==> src/rtl/sram_arbiter.sv <==
// Two-port (CPU / loader) round-robin arbiter and fixed-timing external SRAM access sequencer.
// Latency: request sampled in IDLE at cycle 0 -> owner ack in cycle WAIT_CYCLES+2; 1 IDLE cycle between grants.
// Backpressure: requesters hold req level until their ack pulse; the CPU sees cpu_stall meanwhile.
module sram_arbiter #(
  parameter int AW          = 10,
  parameter int DW          = 8,
  parameter int WAIT_CYCLES = 2
) (
  input  logic          clk,
  input  logic          reset,
  input  logic          cpu_req,
  input  logic          cpu_we,
  input  logic [AW-1:0] cpu_addr,
  input  logic [DW-1:0] cpu_wdata,
  output logic [DW-1:0] cpu_rdata,
  output logic          cpu_ack,
  output logic          cpu_stall,
  input  logic          ld_req,
  input  logic          ld_we,
  input  logic [AW-1:0] ld_addr,
  input  logic [DW-1:0] ld_wdata,
  output logic [DW-1:0] ld_rdata,
  output logic          ld_ack,
  output logic [AW-1:0] sram_addr,
  output logic [DW-1:0] sram_dq_out,
  output logic          sram_dq_oe,
  input  logic [DW-1:0] sram_dq_in,
  output logic          sram_ce_n,
  output logic          sram_oe_n,
  output logic          sram_we_n,
  output logic          busy
);

  localparam int            CW       = (WAIT_CYCLES > 1) ? $clog2(WAIT_CYCLES) : 1;
  localparam logic [CW-1:0] CNT_LAST = CW'(WAIT_CYCLES - 1);

  typedef enum logic [1:0] {IDLE, SETUP, ACCESS, DONE} state_t;

  typedef struct packed {
    logic          we;
    logic [AW-1:0] addr;
    logic [DW-1:0] wdata;
  } req_t;

  state_t        state;
  logic          last_grant_ld;
  logic          owner_ld;
  logic          xfer_we;
  logic [CW-1:0] cnt;
  logic          grant_ld;
  req_t          cpu_r;
  req_t          ld_r;
  req_t          sel_r;

  // On a tie the port that did not win last time gets the grant.
  assign grant_ld  = ld_req & (~cpu_req | ~last_grant_ld);
  assign cpu_r     = '{we: cpu_we, addr: cpu_addr, wdata: cpu_wdata};
  assign ld_r      = '{we: ld_we, addr: ld_addr, wdata: ld_wdata};
  assign sel_r     = grant_ld ? ld_r : cpu_r;
  assign cpu_stall = cpu_req & ~cpu_ack;
  assign busy      = (state != IDLE);

  // Strobes are registered together with the state so they switch on the state boundary.
  always_ff @(posedge clk or negedge reset) begin
    if (!reset) begin
      state         <= IDLE;
      last_grant_ld <= 1'b1;
      owner_ld      <= 1'b0;
      xfer_we       <= 1'b0;
      cnt           <= '0;
      sram_addr     <= '0;
      sram_dq_out   <= '0;
      sram_dq_oe    <= 1'b0;
      sram_ce_n     <= 1'b1;
      sram_oe_n     <= 1'b1;
      sram_we_n     <= 1'b1;
      cpu_rdata     <= '0;
      ld_rdata      <= '0;
      cpu_ack       <= 1'b0;
      ld_ack        <= 1'b0;
    end else begin
      cpu_ack <= 1'b0;
      ld_ack  <= 1'b0;
      case (state)
        IDLE: begin
          if (cpu_req || ld_req) begin
            owner_ld    <= grant_ld;
            xfer_we     <= sel_r.we;
            sram_addr   <= sel_r.addr;
            sram_dq_out <= sel_r.wdata;
            sram_dq_oe  <= sel_r.we;
            sram_ce_n   <= 1'b0;
            state       <= SETUP;
          end
        end
        SETUP: begin
          cnt       <= '0;
          sram_we_n <= ~xfer_we;
          sram_oe_n <= xfer_we;
          state     <= ACCESS;
        end
        ACCESS: begin
          if (cnt == CNT_LAST) begin
            if (!xfer_we) begin
              if (owner_ld) ld_rdata  <= sram_dq_in;
              else          cpu_rdata <= sram_dq_in;
            end
            sram_ce_n     <= 1'b1;
            sram_oe_n     <= 1'b1;
            sram_we_n     <= 1'b1;
            sram_dq_oe    <= 1'b0;
            ld_ack        <= owner_ld;
            cpu_ack       <= ~owner_ld;
            last_grant_ld <= owner_ld;
            state         <= DONE;
          end else begin
            cnt <= cnt + 1'b1;
          end
        end
        DONE: begin
          state <= IDLE;
        end
        default: begin
          state <= IDLE;
        end
      endcase
    end
  end

endmodule
==> config.mk <==
export PLATFORM = sky130hd
export DESIGN_NAME = sram_arbiter
export DESIGN_NICKNAME = d
export VERILOG_FILES = /design/src/rtl/sram_arbiter.sv
export SDC_FILE = /design/constraint.sdc
export NUM_CORES = 1
export LEC_CHECK = 0
export CAP_MARGIN = 20
export CORE_MARGIN = 4
export CORE_UTILIZATION = 41
export CTS_CLUSTER_DIAMETER = 200
export DETAILED_ROUTE_END_ITERATION = 7
export PLACE_DENSITY = 0.84
export SLEW_MARGIN = 20
export SYNTH_ARGS = -nofsm -noshare
export SYNTH_HDL_FRONTEND = slang
export SYNTH_SLANG_ARGS = --single-unit
==> constraint.sdc <==
create_clock -name clk -period 1.9 [get_ports clk]
set_input_delay 0.285 -clock clk [delete_from_list [all_inputs] [get_ports clk]]
set_output_delay 0.285 -clock clk [all_outputs]
set_load 0.02 [all_outputs]
### Yosys cells after proc, flatten, opt, wreduce, memory -nomap -nowiden

Cells that the tools add are included.

* logic and storage cells: 59
* output and inout port bits: 42
* bits of input ports: 50
* register bits: 46

* add/subtract/negate cells: 1
* eq/ne operators: 5
* multiplexer cells: 18
* reduce and logical (&&, ||, !) cells: 12
* bitwise operators: 8

Operators with widths (count)
* 19-bit two-way mux: 1
* 1-bit one-hot mux with 2 select lines: 5
* 1-bit two-way mux: 9
* 2-bit one-hot mux with 4 select lines: 1
* 2-bit AND reduction: 4
* 4-bit AND reduction: 2
* 2-bit nonzero test: 3
* 1-bit NOT: 5
* 2-bit equality test, second input constant: 2
* 2-bit two-way mux: 2
* 2-bit != test, second input constant: 2
* 3-bit AND reduction: 1
* 1-bit AND: 2
* 2-bit by 1-bit equality test with 1-bit output, second input constant: 1
* 2-bit logical NOT: 1
* 1-bit adder, second input constant: 1
* 1-bit logical OR: 1
* 1-bit OR: 1

### Longest topological paths before layout

* word-level depth: 6
* depth in mapped cells: 6
* depth with buffers taken out: 5

### Worst setup path after synthesis

OpenSTA, ideal clock, no wires.

* kind: register -> register
* from: register state[0]
* to: register cpu_rdata[0]
* slack: 0.376 ns
* clock period less this slack: 1.524 ns
* stages on the path, launching flop included: 6
* buffers on the path: 0
* setup time: 0.125 ns
* arrival: 1.399 ns
* path through: dfrtp_1 > inv_1 > ha_1 > nand2_1 > nor3_4 > mux2_2

* word-level cells in the longest chain between the ends: 2

Ends and longest elaborated chain
* start, declared: RTL line 45 `state_t state;`
* start signal, assigned: RTL line 66 `state <= IDLE;`
* start signal, assigned: RTL line 93 `state <= SETUP;`
* start signal, assigned: RTL line 100 `state <= ACCESS;`
* 2-bit equality test: RTL line 84 `case (state)`
* 4-bit AND reduction (no line)
* end signal, assigned: RTL line 106 `else cpu_rdata <= sram_dq_in;`
* end, declared: RTL line 15 `output logic [DW-1:0] cpu_rdata,`

No other way between the ends.
A chain may end at the register's enable or synchronous reset.

### Final worst setup path

* from: input cpu_req
* to: output cpu_stall

* word-level cells in the longest chain between the ends: 1

Ends and longest elaborated chain
* start, declared: RTL line 11 `input logic cpu_req,`
* 1-bit AND: RTL line 60 `assign cpu_stall = cpu_req & ~cpu_ack;`
* end, declared: RTL line 17 `output logic cpu_stall,`

No other way between the ends.

==> run summary <==
The number of instances in the synthesized netlist came out at 165. The logs give 160 ps for the minimum setup slack among reg-to-reg paths and 6.28 ps for the clock skew after layout. The worst endpoint data arrival time is 1510 ps, and the clock period minus final worst setup slack is 1790 ps. Final period utilization: 94.4%.

The worst-case IR drop observed on VDD is 768 µV. Clock-pin slew was measured on the worst setup and hold paths at 80 ps. The register bit total from synthesis was 46; the number of sinks handled by clock tree synthesis was 46.

The overall overflow remaining after global route came out at 0. After the first detailed-routing iteration, the DRC count stood at 49. The total of fill cells in the finished design is 389.

After synthesis, the largest family of logic cells by area is multiplexers. The overall die width was 78.4 µm. After detailed routing, the number of vias per cell comes to 4.67.

The number of pins exceeding their max-slew limit in the final report was 0; the max-cap check violation count was 0. Summed over all instances, the cell type with the most area after synthesis is sky130_fd_sc_hd__dfrtp_1. STA puts the critical path data required time at 1620 ps.

The pin slew with the least headroom to its limit works out to 460 ps. For this design the ratio of total power to cell area is 1540 mW/mm². The xor and xnor area share after synthesis came out at 0%. TritonCTS built the clock tree.

Detailed routing inserted a total of 1561 vias. Summed over its instances, the top area cell type makes up 51.8% of the synthesized netlist area. Global routing used 15.1% of the available tracks across all layers. For this run, the number of Yosys warnings is 0. The logs give 42.7% for the effective utilization at floorplan and 5 for the TritonCTS buffer count. The analysis attributes to cell leakage a power of 1.40 nW.

For the worst flop-to-flop path, the logic depth is 5. By area the synthesized netlist is led by sky130_fd_sc_hd__dfrtp_1 52%, sky130_fd_sc_hd__mux2_2 10%, sky130_fd_sc_hd__mux2i_1 9.9%, sky130_fd_sc_hd__dfstp_2 5.2%, sky130_fd_sc_hd__o21ai_0 4.9%. Summed over all layers, the routed wires come to 4460 µm.

Post-synthesis net count: 220. After clock tree synthesis, the setup repair step added 0 buffers. Via count of the first global-routing pass: 1543. The tools report the setup TNS after final layout as 0 ps.

The tools report the launching element type of the critical path as an input pin. The detail route stage leaves a number of antenna-violating nets equal to 0. In the final design database the tool counted 321 nets. The synthesized-area fraction occupied by and/or/nand/nor cells was 8.01%.

Number of distinct library cells after synthesis: 26. The sort of element at the end of the critical path was a primary output. Summing the areas of all fa, ha and maj instances in the mapped netlist gives 3.08% of the synthesized area.

Source of the worst register-to-register timing path: state[0]. Based on the critical path, the design can be clocked at up to 558 MHz. Dividing the detail-routed wire length by the instance count gives 13.4 µm. After floorplanning, the core was divided into 25 placement rows. The H-tree was split into 2 levels. For the overall power consumption, the log shows 4.88 mW. The flow ran to the end, and the final reports show no timing, DRC or antenna violations.

The congestion estimate from routability-driven global placement came to 0.776. The detailed-placement wirelength estimate is 3570 µm. The core box area was 0.00475 mm². The tools report the cell area after technology mapping as 0.00203 mm².

The category of the most critical setup path was in2out. The area added between synthesis and finish is 56.2%, and the length of the first detailed-routing pass in iterations is 4. Setup repair after global routing left no endpoint under its margin.

The overall die height was 78.4 µm. Pin placement for this block handled 92 I/O pins. For the total DRC errors in the routed layout, the log shows 0. After synthesis, the share of cell area in mux cells is 19.9%. The run gives 0 as the antenna cell count. The tree is rooted in a sky130_fd_sc_hd__clkbuf_8.

The die covers 0.00614 mm². In this run the tool buffered the top-level ports with 91 buffer cells. The logs give 7210 µm for the global-route wire length before repair and 29 for the maximum number of pins on one net before global-route repair. The critical register-to-register path endpoint was cpu_rdata[0]. Synthesized-area fraction occupied by ao, oa, aoi and oai cells: 9.25%. The longest clock path from root to sink contains 2 buffers. Fraction of layout instances using a drive strength above 1: 16.9%. Sequential cells were found to cover 57.0% of the synthesized design area.

The number of endpoints with negative hold slack in the final report is 0. The average instance in the mapped netlist occupies 12.3 µm². In this run the tightest slew margin relative to its limit is 69.4%. For the clock latency at the later pin of the worst-skew pair, the log shows 300 ps.

The number of setup violations in the final report was 0. The maximum fanout along the worst path came out at 2. Number of antenna violations at the first check in global routing: 0.

Kind of path behind the tightest hold check: in2async.
-- power by group --
part           leakage (nW)  internal, mW  switching (mW)
Combinational         0.796          1.29            1.24
Clock                0.0447         0.265           0.332
Sequential            0.559          1.47           0.280
Total                  1.40          3.03            1.85
-- cells in the final DEF (no fill, tap or decap), types with 2 or more instances in the layout --
cell / instances
sky130_fd_sc_hd__nor2b_1: 3
sky130_fd_sc_hd__o21ai_0: 20
sky130_fd_sc_hd__clkbuf_8: 5
sky130_fd_sc_hd__inv_1: 6
sky130_fd_sc_hd__o31ai_1: 2
sky130_fd_sc_hd__mux2i_1: 20
sky130_fd_sc_hd__a22o_1: 2
sky130_fd_sc_hd__nor2_1: 3
sky130_fd_sc_hd__mux2_2: 18
sky130_fd_sc_hd__nand2_1: 22
sky130_fd_sc_hd__dfrtp_1: 42
sky130_fd_sc_hd__buf_4: 8
sky130_fd_sc_hd__ha_1: 5
sky130_fd_sc_hd__dfstp_2: 4
sky130_fd_sc_hd__clkdlybuf4s50_1: 89
-- critical path, cell delays in order --
cell and delay, ps:
sky130_fd_sc_hd__clkdlybuf4s50_1 480, sky130_fd_sc_hd__nor2b_1 140, sky130_fd_sc_hd__clkdlybuf4s50_1 610
-- worst max-delay path by stage --
stage	start	to	slack (ps)	cells after the start
2_1_floorplan	state[0]	cpu_rdata[0]	380	5
3_3_place_gp	cpu_req	cpu_stall	130	3
3_5_place_dp	cpu_req	sram_addr[1]	40	6
4_1_cts	cpu_req	cpu_stall	80	3
5_1_grt	state[0]	busy	30	4
6_report	cpu_req	cpu_stall	110	3
-- synth_stat cells --
cell type,number
sky130_fd_sc_hd__ha_1,5
sky130_fd_sc_hd__o21bai_1,1
sky130_fd_sc_hd__o21ai_1,1
sky130_fd_sc_hd__o21ai_0,20
sky130_fd_sc_hd__a2bb2oi_1,1
sky130_fd_sc_hd__nor2b_1,3
sky130_fd_sc_hd__and3_1,1
sky130_fd_sc_hd__nor2_1,3
sky130_fd_sc_hd__dfrtp_1,42
sky130_fd_sc_hd__dfstp_2,4
sky130_fd_sc_hd__buf_2,1
sky130_fd_sc_hd__a211oi_1,1
sky130_fd_sc_hd__clkbuf_1,4
sky130_fd_sc_hd__a21oi_1,1
sky130_fd_sc_hd__inv_1,6
sky130_fd_sc_hd__nand4b_2,1
sky130_fd_sc_hd__o31ai_1,2
sky130_fd_sc_hd__mux2_2,18
sky130_fd_sc_hd__nor3b_2,1
sky130_fd_sc_hd__a22o_1,2
sky130_fd_sc_hd__a21boi_2,1
sky130_fd_sc_hd__buf_4,2
sky130_fd_sc_hd__nand2_1,22
sky130_fd_sc_hd__mux2i_1,20
sky130_fd_sc_hd__nor3_4,1
sky130_fd_sc_hd__o32a_1,1
-- stage by stage --
step / area [µm²] / util [%] / hold slack (ps) / setup slack [ps] / cells
2_1_floorplan: 2030 / - / -10.6 / 376 / 165
3_3_place_gp: 3070 / 64.5 / 255 / 131 / 325
3_5_place_dp: 3070 / 64.5 / 260 / 43.9 / 325
4_1_cts: 3170 / 66.7 / 476 / 83.8 / 334
5_1_grt: 3170 / 66.7 / 497 / 33.5 / 334
6_report: 3170 / 66.7 / 471 / 107 / 334
-- final cells by class --
cell class | count | area (µm²) | share of cell area, %
Sequential cell | 46 | 1160 | 36.5
Inverter | 6 | 22.5 | 0.710
Multi-Input combinational cell | 106 | 820 | 25.8
Tap cell | 67 | 83.8 | 2.64
Clock buffer | 5 | 68.8 | 2.17
Clock inverter | 3 | 25.0 | 0.789
Timing Repair Buffer | 101 | 995 | 31.4
-- state kept, by name, summed over array words and instances, names as in the netlist --
register       count
cpu_rdata          8
sram_oe_n          1
sram_dq_out        8
sram_dq_oe         1
xfer_we            1
cnt                1
sram_addr         10
owner_ld           1
state              2
ld_rdata           8
last_grant_ld      1
cpu_ack            1
sram_ce_n          1
ld_ack             1
sram_we_n          1
-- metal layers --
metal	wire length (µm)	vias up	GRT usage, %
met1	1880	718	18.1
li1	-	773	-
met5	0	-	0
met3	406	5	5.73
met4	51	0	4.72
met2	2120	65	25.0
-- kinds of logic (layout without fill, tap and decap cells) --
group / count (synthesis) / in the layout
mux: 38 / 38
fa+ha+maj: 5 / 5
compound gates: 31 / 31
buf+inv: 13 / 115
simple gates: 32 / 32
flops: 46 / 46
-- repair_timing --
action | 4_1_cts | 5_1_grt
gates resized for setup | 1 | 0
hold buffers | 1 | 0
hold endpoints to repair | 15 | 0
endpoints found under the setup margin | 1 | 0
Power figures use the tool's default switching activity.
==> edit 1 (same flow settings) <==
Reset style: synchronous (`reset`), changed in one clocked block.
--- a/src/rtl/sram_arbiter.sv
+++ b/src/rtl/sram_arbiter.sv
@@ -61,7 +61,7 @@
   assign busy      = (state != IDLE);
 
   // Strobes are registered together with the state so they switch on the state boundary.
-  always_ff @(posedge clk or negedge reset) begin
+  always_ff @(posedge clk) begin
     if (!reset) begin
       state         <= IDLE;
       last_grant_ld <= 1'b1;
Formal check against the unedited RTL: differs if reset is asserted again (counterexample within 4 cycles, from zero or initial values and one cycle with reset low); with reset held inactive, the same outputs for 10 cycles.
==> edit 1 against the unedited design <==
Area after synthesis shrank 2.8%; combinational power is 36% lower; sequential cell count unchanged; via count grew 24%; largest power group unchanged; final area shrank 5.4%; critical path type unchanged; total power shrank 28%; synthesized cell count is 39% higher; clock power hardly changed; sequential power down 25%; wire length up 16%; critical path depth unchanged; worst setup slack better by 0.029 ns; die area shrank 2.5%.
==> edit 1: results (changes against the unedited design) <==
Status: complete, no violations
R2r worst-path depth: 6 (+1)
Global-route usage over all layers: 0.1820 (+0.03141)
Setup ws final: 0.1355 ns (+0.02898 ns)
Largest net degree at the start of global routing: 27 (-6.9%)
Xor/xnor share of the synthesized area: 0 (unchanged)
Final GP Congestion: 0.7777 (+0.18%)
Max VDD drop: 759.0 µV (-1.2%)
First-pass GRT wire length: 8.887 mm (+23%)
Max FFs per register: 10 (unchanged)
Crit path DAT: 1.48 ns (-0.03 ns)
Min-delay worst type: in2reg
Synth Flop Type: dfxtp_1
Antenna fix cells: 0 (unchanged)
Register-to-register setup slack: 0.36 ns (+0.20 ns)
Worst Clk Skew: 0.004446 ns (-0.001831 ns)
Top cells by count, synth: 46 x dfxtp_1, 36 x a21oi_1, 35 x nand2_1
Crit. Startpoint: cpu_req
Leakage: 1.191 nW (-15%)
Worst Max-Slew Pin Slew: 0.5913 ns (+0.1317 ns)
Worst Setup EP: cpu_stall
Synth Area in Compound Gates: 0.2525 (+0.1601)
Async set-reset flop share out of synthesis: 0 (-1.000)
Adder-Cell Fraction of Synth Area: 0.03173 (+0.0008997)
Post-CTS Setup Bufs: 0 (unchanged)
Synth area leaders: dfxtp_1 47%, a21oi_1 9.1%, o21ai_0 7.1%
Detail Placement HPWL: 3.813 mm (+6.7%)
Top reg by flops: sram_addr
CP max FO: 2 (unchanged)
Clock slew at reported path FFs: 0.09 ns
Pre-CTS WS: 0.1292 ns (+0.08530 ns)
Layout cells sized above 1: 0.08750 (-0.08104)
Vias in the first global route: 1,926 (+25%)
Worst reg2reg endpoint: sram_dq_oe$_SDFFE_PN0P_
Yosys warning count: 0 (unchanged)
DR vias/cell: 5.202 (+11%)
1st-iter DRT viols: 125 (+160%)
Post-Syn Nets: 285 (+30%)
Synth cell types: 32 (+23%)
Nets@finish: 374 (+17%)
Root Driver: clkbuf_8
Mux contribution to synthesized area: 0.01523 (-0.1833)
I/O Buffers: 91 (unchanged)
Register area share after synthesis: 0.4670 (-0.1027)
Critical R2R Launch: state[1]$_SDFFE_PN0P_
Htree depth: 2 (unchanged)
WL per Instance: 13.89 µm (+4.0%)
CTS Buf Count: 5 (unchanged)
[edit 1: cell count changes after synthesis, moves of 7 or more]
cell,before,now
nand2_1,22,35
mux2i_1,20,3
dfrtp_1,42,0
o21ai_2,0,8
nand3_1,0,18
mux2_2,18,0
o21ai_0,20,28
a21oi_1,1,36
buf_2,1,8
dfxtp_1,0,46
[edit 1: power by group]
| group | switching [W] | internal [W] | total [W] | leakage [nW] |
|---|---|---|---|---|
| Sequential | 0.000129 | 0.00118 | 0.00131 | 0.377 |
| Combinational | 0.000881 | 0.000753 | 0.00163 | 0.770 |
| Clock | 0.000340 | 0.000259 | 0.000598 | 0.0441 |
| Total | 0.00135 | 0.00219 | 0.00354 | 1.19 |
[edit 1: cells by family (layout without fill, tap and decap cells)]
| kind of cell | count (synthesis) | after routing |
|---|---|---|
| simple gates | 69 | 69 |
| fa+ha+maj | 5 | 5 |
| flops | 46 | 46 |
| buf+inv | 21 | 111 |
| compound gates | 86 | 86 |
| mux | 3 | 3 |
[edit 1: final cells by class]
class,instances,area (µm²)
fill,389,1504
timing repair buffer,99,977.2
multi-input combinational,163,932.1
sequential,46,920.9
clock buffer,5,68.82
tap,52,65.06
clock inverter,3,21.27
inverter,4,15.01
[edit 1: timing repair]
action / CTS / global route
endpoints found under the setup margin: 1 / 0
resized for setup: 1 / 0
endpoints found under the hold margin: 0 / 0
[edit 1: routing by layer]
| layer | vias up | wire [µm] | global-route usage |
|---|---|---|---|
| met5 | - | 0 | 0 |
| met4 | 0 | 96 | 0.06406 |
| met3 | 10 | 531 | 0.07523 |
| met2 | 78 | 2463 | 0.3048 |
| met1 | 868 | 2075 | 0.2097 |
| li1 | 979 | - | - |
[edit 1: metrics by stage]
| stage | std cells | instance area (µm²) |
|---|---|---|
| 4_1_cts | 372 | 3000 |
| 5_1_grt | 372 | 3000 |
| 3_3_place_gp | 364 | 2912 |
| 3_5_place_dp | 364 | 2912 |
| 6_report | 372 | 3000 |
| 2_1_floorplan | 230 | 1972 |
[edit 1: worst min path at each step]
stage / slack (ns) / to / cells past startpoint
6_report: 0.36 / sram_dq_out[2]$_SDFFE_PN0P_ / 3
4_1_cts: 0.36 / sram_addr[2]$_SDFFE_PN0P_ / 3
2_1_floorplan: 0.42 / sram_addr[0]$_SDFFE_PN0P_ / 2
5_1_grt: 0.36 / sram_dq_out[1]$_SDFFE_PN0P_ / 3
3_3_place_gp: 0.46 / cpu_rdata[3]$_SDFFE_PN0P_ / 2
3_5_place_dp: 0.46 / cpu_rdata[5]$_SDFFE_PN0P_ / 2
[edit 1: critical path, delay by kind of cell]
family	cells	cell delay, ns
buffers and inverters	2	1.07
and+or+nand+nor	1	0.12
==> edit 2 (same flow settings) <==
Without the edit above. Set the parameter `WAIT_CYCLES` to 1 (it was 2). Comments in the files are not updated.
--- a/src/rtl/sram_arbiter.sv
+++ b/src/rtl/sram_arbiter.sv
@@ -4,7 +4,7 @@
 module sram_arbiter #(
   parameter int AW          = 10,
   parameter int DW          = 8,
-  parameter int WAIT_CYCLES = 2
+  parameter int WAIT_CYCLES = 1
 ) (
   input  logic          clk,
   input  logic          reset,
Check against the original RTL: not equivalent (a bounded check fails within 4 cycles, from zero or initial values and one cycle with reset low).
==> edit 2 against the unedited design <==
Non-clock buffer count is 3 lower; sequential cell count is 1 lower; combinational power is 8.3% higher; area after synthesis shrank 0.12%; first-iteration DRC count fell by 6.1%; final area fell by 1.3%; total power grew 3.0%; worst setup slack worse by 0.022 ns; wire length shrank 5.2%; critical endpoint unchanged; highest routed layer unchanged.
==> edit 2: results (changes against the unedited design) <==
Async set-reset flop share out of synthesis: 1.000 (unchanged)
1st-iter DRT viols: 46 (-6.1%)
Leakage: 1.434 nW (+2.5%)
Synth Flop Type: dfrtp_1
CTS Buf Count: 5 (unchanged)
Largest net degree at the start of global routing: 43 (+48%)
Clk_lat worst skew: 0.29 ns
CP delay by family, top: buffers and inverters
Max FFs per register: 10 (unchanged)
Status: complete, no violations
Detail Placement HPWL: 3.374 mm (-5.6%)
Worst Clk Skew: 0.004857 ns (-0.001421 ns)
Yosys warning count: 0 (unchanged)
Layout cells sized above 1: 0.1589 (-0.009625)
Htree depth: 2 (unchanged)
Int Power: 0.003168 W (+4.5%)
DP Area: 3034 µm² (-1.1%)
Antenna fix cells: 0 (unchanged)
Initial DRT Pass Iterations: 2 (-2)
WL per Instance: 13.01 µm (-2.6%)
Root Driver: clkbuf_8
Slowest stage delay, CP: 0.61 ns (about the same)
Clock slew at reported path FFs: 0.08 ns (about the same)
Nets@finish: 311 (-3.1%)
Register area share after synthesis: 0.5580 (-0.01164)
Synth area leaders: dfrtp_1 51%, mux2_4 12%, mux2i_1 8.9%
Max Buffers Root-to-Sink: 2 (unchanged)
First-pass GRT wire length: 7.148 mm (-0.86%)
Via count: 1,468 (-6.0%)
Top reg by flops: sram_addr
Final Hold Slack: 0.4655 ns (-0.005222 ns)
CP max FO: 2 (unchanged)
Min-delay worst type: reg2reg
Post-Syn Nets: 214 (-2.7%)
Post-CTS Setup Bufs: 0 (unchanged)
Crit path DAT: 1.53 ns (+0.02 ns)
Synth cell types: 29 (+12%)
Slowest CP cell: clkdlybuf4s50_1
Max VDD drop: 650.0 µV (-15%)
Top cells by count, synth: 41 x dfrtp_1, 23 x nand2_1, 23 x o21ai_0
Final GP Congestion: 0.7363 (-5.2%)
Global-route usage over all layers: 0.1486 (-0.001979)
Initial antenna violation count: 0 (unchanged)
I/O Buffers: 91 (unchanged)
Worst slew margin: 0.6423 (-0.05131)
Register-to-register setup slack: 0.25 ns (+0.09 ns)
==> edit 2: power by group through the flow <==
| stage | registers [W] | logic (W) | clock network, W |
|---|---|---|---|
| floorplan | 0.00223 | 0.00106 | 0 |
| detailed placement | 0.00175 | 0.00277 | 0 |
| CTS | 0.00174 | 0.00279 | 0.000588 |
| finish | 0.00173 | 0.00274 | 0.000562 |
| global placement | 0.00173 | 0.00273 | 0 |
| global route | 0.00182 | 0.00295 | 0.000631 |
==> edit 2: per-layer routing <==
metal	wire (µm)	vias to the layer above	track usage
met5	0	-	0
li1	-	738	-
met1	1743	666	0.1788
met2	2084	59	0.2543
met4	28	0	0.02622
met3	370	5	0.05963
==> edit 2: cell type report <==
cell class,count,area (µm²)
Inverter,4,15.01
Timing Repair Buffer,98,997.2
Clock inverter,3,17.52
Multi-Input combinational cell,103,815.8
Clock buffer,5,68.82
Fill cell,379,1625
Tap cell,67,83.83
Sequential cell,45,1131
==> edit 2: final timing paths <==
check | depth (start not counted) | endpoint | from
max in group asynchronous | 3 | last_grant_ld$_DFFE_PN1N_ | reset
min in group asynchronous | 2 | sram_dq_out[5]$_DFFE_PN0P_ | reset
worst min-delay path | 2 | sram_ce_n$_DFFE_PN1P_ | sram_ce_n$_DFFE_PN1P_
worst max register to register | 5 | ld_rdata[7]$_DFFE_PN0P_ | state[0]$_DFFE_PN0P_
worst min register to register | 2 | sram_ce_n$_DFFE_PN1P_ | sram_ce_n$_DFFE_PN1P_
worst max-delay path | 3 | cpu_stall | cpu_req
==> edit 2: timing repair <==
item / 4_1_cts / 5_1_grt
endpoints found under the hold margin: 22 / 0
hold buffers: 1 / 0
resized for setup: 1 / 0
setup endpoints to repair: 1 / 0
==> edit 2: logic make-up (layout without fill, tap and decap cells) <==
group / Yosys count / after routing / share of synthesized area
flops: 45 / 45 / 0.5580
compound gates: 30 / 30 / 0.08395
fa+ha+maj: 4 / 4 / 0.02469
buf+inv: 12 / 110 / 0.03950
simple gates: 34 / 34 / 0.07963
mux: 35 / 35 / 0.2142
==> edit 2: metrics by stage <==
step,setup slack (ns),cells,util
6_report,0.08405,325,0.6582
5_1_grt,0.01373,325,0.6582
4_1_cts,0.05981,325,0.6582
2_1_floorplan,0.3636,160,-
3_5_place_dp,0.05707,316,0.6382
3_3_place_gp,0.06496,316,0.6382
==> edit 2: worst min-delay path, delay by kind of cell (launching register included) <==
kind / cells / cell delay (ns)
DFF: 1 / 0.38
and+or+nand+nor: 2 / 0.09
